## src/rtl/pipe_pkg.sv

```systemverilog
// Shared definitions for the D/E/M/W pipeline stage registers.
//   stage_state_t : occupancy-encoded stage state, so the state value
//                   doubles as the entry count
//   PIPE_NOP      : default bubble payload, all-zero, which decodes as a NOP
package pipe_pkg;

   typedef enum logic [1:0] {
      EMPTY = 2'd0,
      ONE   = 2'd1,
      FULL  = 2'd2
   } stage_state_t;

   localparam logic [63:0] PIPE_NOP = 64'h0;

endpackage

```

## src/rtl/pipe_stage_reg.sv

```systemverilog
// Valid/ready pipeline stage register with an optional 2-entry skid buffer.
//   clk, reset (sync, active-low)
//   flush                       : squash all held and incoming payloads
//   in_valid/in_ready/in_data   : upstream handshake
//   out_valid/out_ready/out_data: downstream handshake; out_data is
//                                 BUBBLE_VAL whenever out_valid=0
//   occupancy                   : held entries, 0..2
//   flushed                     : one-cycle pulse after a flush that killed
//                                 at least one live payload
//
// state | meaning
// EMPTY | nothing held, out_valid=0
// ONE   | main holds the head payload
// FULL  | main holds the head, skid holds the next payload (SKID_EN=1 only)
module pipe_stage_reg
   import pipe_pkg::*;
#(
   parameter int                 DATA_W     = 64,
   parameter logic [DATA_W-1:0]  BUBBLE_VAL = DATA_W'(PIPE_NOP),
   parameter bit                 SKID_EN    = 1'b1
) (
   input  logic              clk,
   input  logic              reset,
   input  logic              flush,
   input  logic              in_valid,
   output logic              in_ready,
   input  logic [DATA_W-1:0] in_data,
   output logic              out_valid,
   input  logic              out_ready,
   output logic [DATA_W-1:0] out_data,
   output logic [1:0]        occupancy,
   output logic              flushed
);

   stage_state_t      state_q, state_d;
   logic [DATA_W-1:0] main_q, main_d;
   logic [DATA_W-1:0] skid_q;
   logic              load_skid;
   logic              rdy_q;
   logic              flushed_q;
   logic              push, pop;
   logic [2:0]        live_cnt;

   assign push = in_valid & in_ready;
   assign pop  = out_valid & out_ready;

   // Entries that would survive this cycle had there been no flush; a pop
   // concurrent with the flush has already been consumed downstream.
   assign live_cnt = 3'(state_q) - 3'(pop) + 3'(push);

   always_comb begin
      state_d   = state_q;
      main_d    = main_q;
      load_skid = 1'b0;
      if (flush) begin
         state_d = EMPTY;
         main_d  = BUBBLE_VAL;
      end else begin
         case (state_q)
            EMPTY: begin
               if (push) begin
                  state_d = ONE;
                  main_d  = in_data;
               end
            end
            ONE: begin
               if (push && pop) begin
                  main_d = in_data;
               end else if (pop) begin
                  state_d = EMPTY;
               end else if (push) begin
                  // Only reachable with the skid buffer present; the
                  // single-entry variant never accepts without a pop.
                  state_d   = FULL;
                  load_skid = 1'b1;
               end
            end
            FULL: begin
               if (pop) begin
                  state_d = ONE;
                  main_d  = skid_q;
               end
            end
            default: state_d = EMPTY;
         endcase
      end
   end

   always_ff @(posedge clk) begin
      if (!reset) begin
         state_q   <= EMPTY;
         main_q    <= BUBBLE_VAL;
         rdy_q     <= 1'b0;
         flushed_q <= 1'b0;
      end else begin
         state_q   <= state_d;
         main_q    <= main_d;
         rdy_q     <= (state_d != FULL);
         flushed_q <= flush & (live_cnt != 3'd0);
      end
   end

   generate
      if (SKID_EN) begin : g_skid
         always_ff @(posedge clk) begin
            if (!reset || flush) begin
               skid_q <= BUBBLE_VAL;
            end else if (load_skid) begin
               skid_q <= in_data;
            end
         end
         assign in_ready = rdy_q;
      end else begin : g_single
         assign skid_q   = BUBBLE_VAL;
         // Without a skid entry, ONE can only accept when the head leaves in
         // the same cycle, hence the pass-through of out_ready.
         assign in_ready = rdy_q & ((state_q == EMPTY) | out_ready);
      end
   endgenerate

   assign out_valid = (state_q != EMPTY);
   assign out_data  = out_valid ? main_q : BUBBLE_VAL;
   assign occupancy = state_q;
   assign flushed   = flushed_q;

endmodule
```

## config.mk

```make
export PLATFORM = sky130hd
export DESIGN_NAME = pipe_stage_reg
export DESIGN_NICKNAME = d
export VERILOG_FILES = /design/src/rtl/pipe_pkg.sv /design/src/rtl/pipe_stage_reg.sv
export SDC_FILE = /design/constraint.sdc
export NUM_CORES = 1
export LEC_CHECK = 0
export ABC_AREA = 1
export BUFFER_PORTS_ARGS = -buffer_cell sky130_fd_sc_hd__buf_2
export CORE_AREA = 2 2 112 114
export DETAILED_ROUTE_END_ITERATION = 12
export DIE_AREA = 0 0 114 116
export HOLD_SLACK_MARGIN = 0.08
export PLACE_DENSITY = 0.95
export SLEW_MARGIN = 20
export SYNTH_ARGS = -nofsm -noshare
export SYNTH_HDL_FRONTEND = slang
export SYNTH_SLANG_ARGS = --single-unit
```

## constraint.sdc

```tcl
create_clock -name clk -period 6.2 [get_ports clk]
set_input_delay 1.86 -clock clk [delete_from_list [all_inputs] [get_ports clk]]
set_output_delay 1.86 -clock clk [all_outputs]
set_load 0.05 [all_outputs]
```

# Yosys cells after proc, flatten, opt, wreduce, memory -nomap -nowiden
# Cells that the tools add are included.
dict set report totals {
  ff_bits 132
  latch_bits 0
  mem_bits_rw 0
  rom_bits 0
  input_bits 69
  out_inout_bits 69
  wordCells 43
  memories 0
}
dict set report op_classes {
  n_addsub 2
  n_mul 0
  div 0
  magnitude_cmp 0
  eq_ne 6
  shift 0
  n_mux 17
  bitwise 4
  n_reduce_logical 9
}
# operator n
set op_table {}
lappend op_table {{64-bit two-way mux} 4}
lappend op_table {{64-bit one-hot mux with 3 select lines} 1}
lappend op_table {{2-bit two-way mux} 6}
lappend op_table {{2-bit != test, second input constant} 4}
lappend op_table {{2-bit one-hot mux with 3 select lines} 1}
lappend op_table {{3-bit nonzero test} 2}
lappend op_table {{1-bit two-way mux} 5}
lappend op_table {{4-bit AND reduction} 1}
lappend op_table {{3-bit by 1-bit adder with 3-bit output} 1}
lappend op_table {{1-bit bitwise AND} 3}
lappend op_table {{2-bit by 1-bit subtractor with 3-bit output} 1}
lappend op_table {{2-bit by 1-bit == test with 1-bit output, second input constant} 1}
lappend op_table {{2-bit == test, second input constant} 1}
lappend op_table {{2-bit logical NOT} 1}
lappend op_table {{2-bit nonzero test} 1}
lappend op_table {{2-bit OR reduction} 1}
lappend op_table {{1-bit logical AND} 1}
lappend op_table {{1-bit logical NOT} 1}
lappend op_table {{1-bit logical OR} 1}
lappend op_table {{1-bit NOT} 1}

# Depth between registers and ports, before layout
dict set report depth {
  word_depth 7
  mapped_depth 12
  mapped_depth_nobuf 11
}

# Least setup slack after synthesis
# Ideal clock, no wire load.
dict set report synth_path {
  path_kind {reg2out}
  start {register state_q[1], in the netlist occupancy[1]}
  end {output out_data[10]}
  arrival_ps 2148
  t_required_ps 4340
  slack_ps 2192
  path_stages_with_launch 6
  n_path_buf 1
  cell_sequence {dfxtp_1 inv_2 nand2_2 inv_2 buf_1 nor2_1}
}
dict set report synth_via {
  elab_chain_cells 2
}
# element line_no
set synth_lines {}
lappend synth_lines {{start: declaration} pipe_stage_reg.sv:35} ;# stage_state_t state_q, state_d;
lappend synth_lines {{start signal: assignment} pipe_stage_reg.sv:96} ;# state_q <= state_d;
lappend synth_lines {{2-bit nonzero test} pipe_stage_reg.sv:121} ;# assign out_valid = (state_q != EMPTY);
lappend synth_lines {{net out_valid} pipe_stage_reg.sv:28} ;# output logic out_valid,
lappend synth_lines {{64-bit two-way mux} pipe_stage_reg.sv:122} ;# assign out_data = out_valid ? main_q : BUBBLE_VAL;
lappend synth_lines {{end: declaration} pipe_stage_reg.sv:30} ;# output logic [DATA_W-1:0] out_data,
# The timed path passes the listed nets, and every way through them passes these cells.

# Worst setup path after layout
dict set report layout_path {
  start {register state_q[1], in the netlist occupancy[1]}
  end {output out_data[25]}
}
dict set report layout_via {
  elab_chain_cells 2
}
# element line_no
set layout_lines {}
lappend layout_lines {{2-bit nonzero test} pipe_stage_reg.sv:121}
lappend layout_lines {{64-bit two-way mux} pipe_stage_reg.sv:122}
# No other way between the ends.

==> results.cfg <==
[outcome]
status = complete, no violations

[worst_setup_path]
slowest_delay_ns = 0.64
cp_top_family = buffers and inverters
r2r-start = occupancy[1]$_SDFF_PN0_
worstSetupPathType = reg -> out
r2r_end = skid_q[46]$_SDFFE_PP0P_
crit_path_cell_trace = inv_2, nand2_2, clkinv_2, nor2_1, buf_2
critPathSlowestCell = clkinv_2
required_ns = 4.34
path_max_fanout = 64
critPathLaunchType = register
cp_num_buf_inv = 3
critPathArrivalTime_ns = 2.68
rrSetupSlack_ns = 3.23
reg2reg_depth = 9
end_kind = output pin

[global_route]
grt_antenna_before_repair = 0
grt_util_met1_pct = 32.49
busiest_layer = met2
met3_usage_pct = 6.381
use_met2_pct = 44.44
grt_max_degree = 129
grt_pass1_wl_um = 27730
grt_usage_pct = 25.97
grt_overflow = 0
grt_pass1_vias = 6212

[synthesis]
synth_compound_area_share_pct = 4.767
yosysWarnings = 0
ys_ff_latch = 132
synthAdderAreaFrac_pct = 0.4625
syn-num-nets = 1276
synth_xor_xnor_area_share_pct = 0.1245
synth.distinct_cells = 18
yosysSeqAreaShare_pct = 37.57
synth_mux_area_share_pct = 0
synthCells = 1205
syn_area_per_cell_um2 = 5.838
synth-simple-area-share_pct = 37.83
synth_area_um2 = 7034
synth_top_family_by_area = simple AND/OR/NAND/NOR gates

[cells_and_area]
nets = 1362
syn_to_final_growth_pct = 17.89
instances_no_fill = 1451
fin_area_um2 = 8293
diodes = 0
final_cell_mix = nand2_1 (330), nor2_1 (261), inv_1 (260)
drive_above_1_share_pct = 14.03
fillers = 996
layout_commonest_cell = nand2_1

[clocking]
clk_pin_slew_ns = 0.06
clk-insertion-delay-late_ns = 0.42
h-tree-depth = 4
clockBufferDepth = 2
clock_sinks = 132
cts_tree = built
root_buffer = clkbuf_16
cts_resized = 0
cts_hold_repair.buffers = 0
cts-buffers-inserted = 17
cts_setup_buffers = 0

[routing]
ant_nets = 0
num_vias = 6987
viasPerCell = 4.815
wl_per_cell_um = 11.65
drcViolationCount = 0
routed_wl_um = 16900
first_pass_iters = 6
drt_iter0_markers = 637

[timing]
skew_ns = 0.008254
finalHoldViolations = 0
worst_slew_pin_slew_ns = 1.112
slew_violations = 0
min_period_ns = 4.538
relSlewSlack_pct = 25.69
max_freq_mhz = 220.4
finalCritPeriodShare_pct = 73.19
rsz0062_at_grt = false
fin_tns_setup_ns = 0
finalSetupViolations = 0
setup_ws_ns = 1.662

[die]
die_w_um = 114
rows = 40
core_um2 = 11910
dieArea_um2 = 13220
start_util_pct = 59.05
chipHeight_um = 116
io_pins = 138

[power]
p_per_area_nw_per_um2 = 259.0
p_leak_nw = 4.467
total_power_mw = 2.148
ir_drop_mv = 0.1826

[place]
place_congestion = 0.7765
placed_area_um2 = 7646
dp.cells = 1419
pre_cts_slack_ns = 1.971
place_hpwl_um = 9959
numPortBuffers = 137

[flow_run]
maxCapViolations = 0

[hold_path]
hold_end = skid_q[32]$_SDFFE_PP0P_
hp-class = reg -> reg
worstHoldStart = skid_q[32]$_SDFFE_PP0P_
whs_path_depth = 4
==> tightest hold or removal path: cells and delay by family, from the launching register on <==
kind                   cells  cell delay [ns]
AND/OR/NAND/NOR            2             0.08
flip-flops                 1             0.29
buffers and inverters      2             0.09
==> metrics by stage <==
stage	hold slack [ns]	utilization, %
3_5_place_dp	0.4992	64.19
3_3_place_gp	0.4978	64.19
5_1_grt	0.5334	69.62
2_1_floorplan	0.4869	-
4_1_cts	0.5081	69.54
6_report	0.5101	69.62
==> state kept, by name, summed over array words and instances, names as in the netlist <==
signal     flops
main_q        64
skid_q        64
occupancy      2
flushed        1
in_ready       1
==> worst max-delay path by stage <==
| stage | from | endpoint | slack, ns | cells past startpoint |
|---|---|---|---|---|
| 2_1_floorplan | occupancy[1]$_SDFF_PN0_ | out_data[10] | 2.19 | 5 |
| 3_3_place_gp | flush | skid_q[23]$_SDFFE_PP0P_ | 2.06 | 8 |
| 3_5_place_dp | flush | skid_q[10]$_SDFFE_PP0P_ | 1.97 | 8 |
| 4_1_cts | occupancy[1]$_SDFF_PN0_ | out_data[25] | 2.00 | 5 |
| 5_1_grt | occupancy[1]$_SDFF_PN0_ | out_data[25] | 1.43 | 5 |
| 6_report | occupancy[1]$_SDFF_PN0_ | out_data[25] | 1.66 | 5 |
==> kinds of logic after synthesis <==
logic type               count (synthesis)
AND/OR/NAND/NOR                        664
buffers and inverters                  339
flip-flops                             132
AO/OA/AOI/OAI                           67
adder cells (fa/ha/maj)                  2
XOR/XNOR                                 1
==> final cells by class <==
type                    count  area [um^2]  share of cell area [%]
multi-input cells         734         3098                   37.36
flip-flops and latches    132         2643                   31.86
inverters                 263        988.4                   11.92
repair buffers            143        743.2                   8.962
clock buffers              23        488.0                   5.884
well taps                 147        183.9                   2.218
clock inverters             9        148.9                   1.795
==> cell usage after synthesis, drive strengths merged <==
master / instances / share of area, %
nor2: 263 / 14
ha: 1 / 0.18
inv: 263 / 14
buf: 51 / 3.9
fa: 1 / 0.28
nand2: 332 / 18
a21oi: 2 / 0.14
nand4: 64 / 5.7
clkbuf: 25 / 1.3
dfxtp: 132 / 38
o21ai: 65 / 4.6
xor2: 1 / 0.12
nand3: 5 / 0.36
==> layer usage <==
metal	vias to the layer above	share of wire, %
li1	3670	-
met1	3068	44
met2	223	48
met3	26	6.5
met4	0	1.2
met5	-	0
==> power by group <==
group	total [mW]	switching [mW]	internal [mW]
sequential	0.870	0.00480	0.865
combinational	0.193	0.131	0.0619
clock	1.08	0.371	0.713
total	2.15	0.507	1.64
Power figures use the tool's default switching activity.
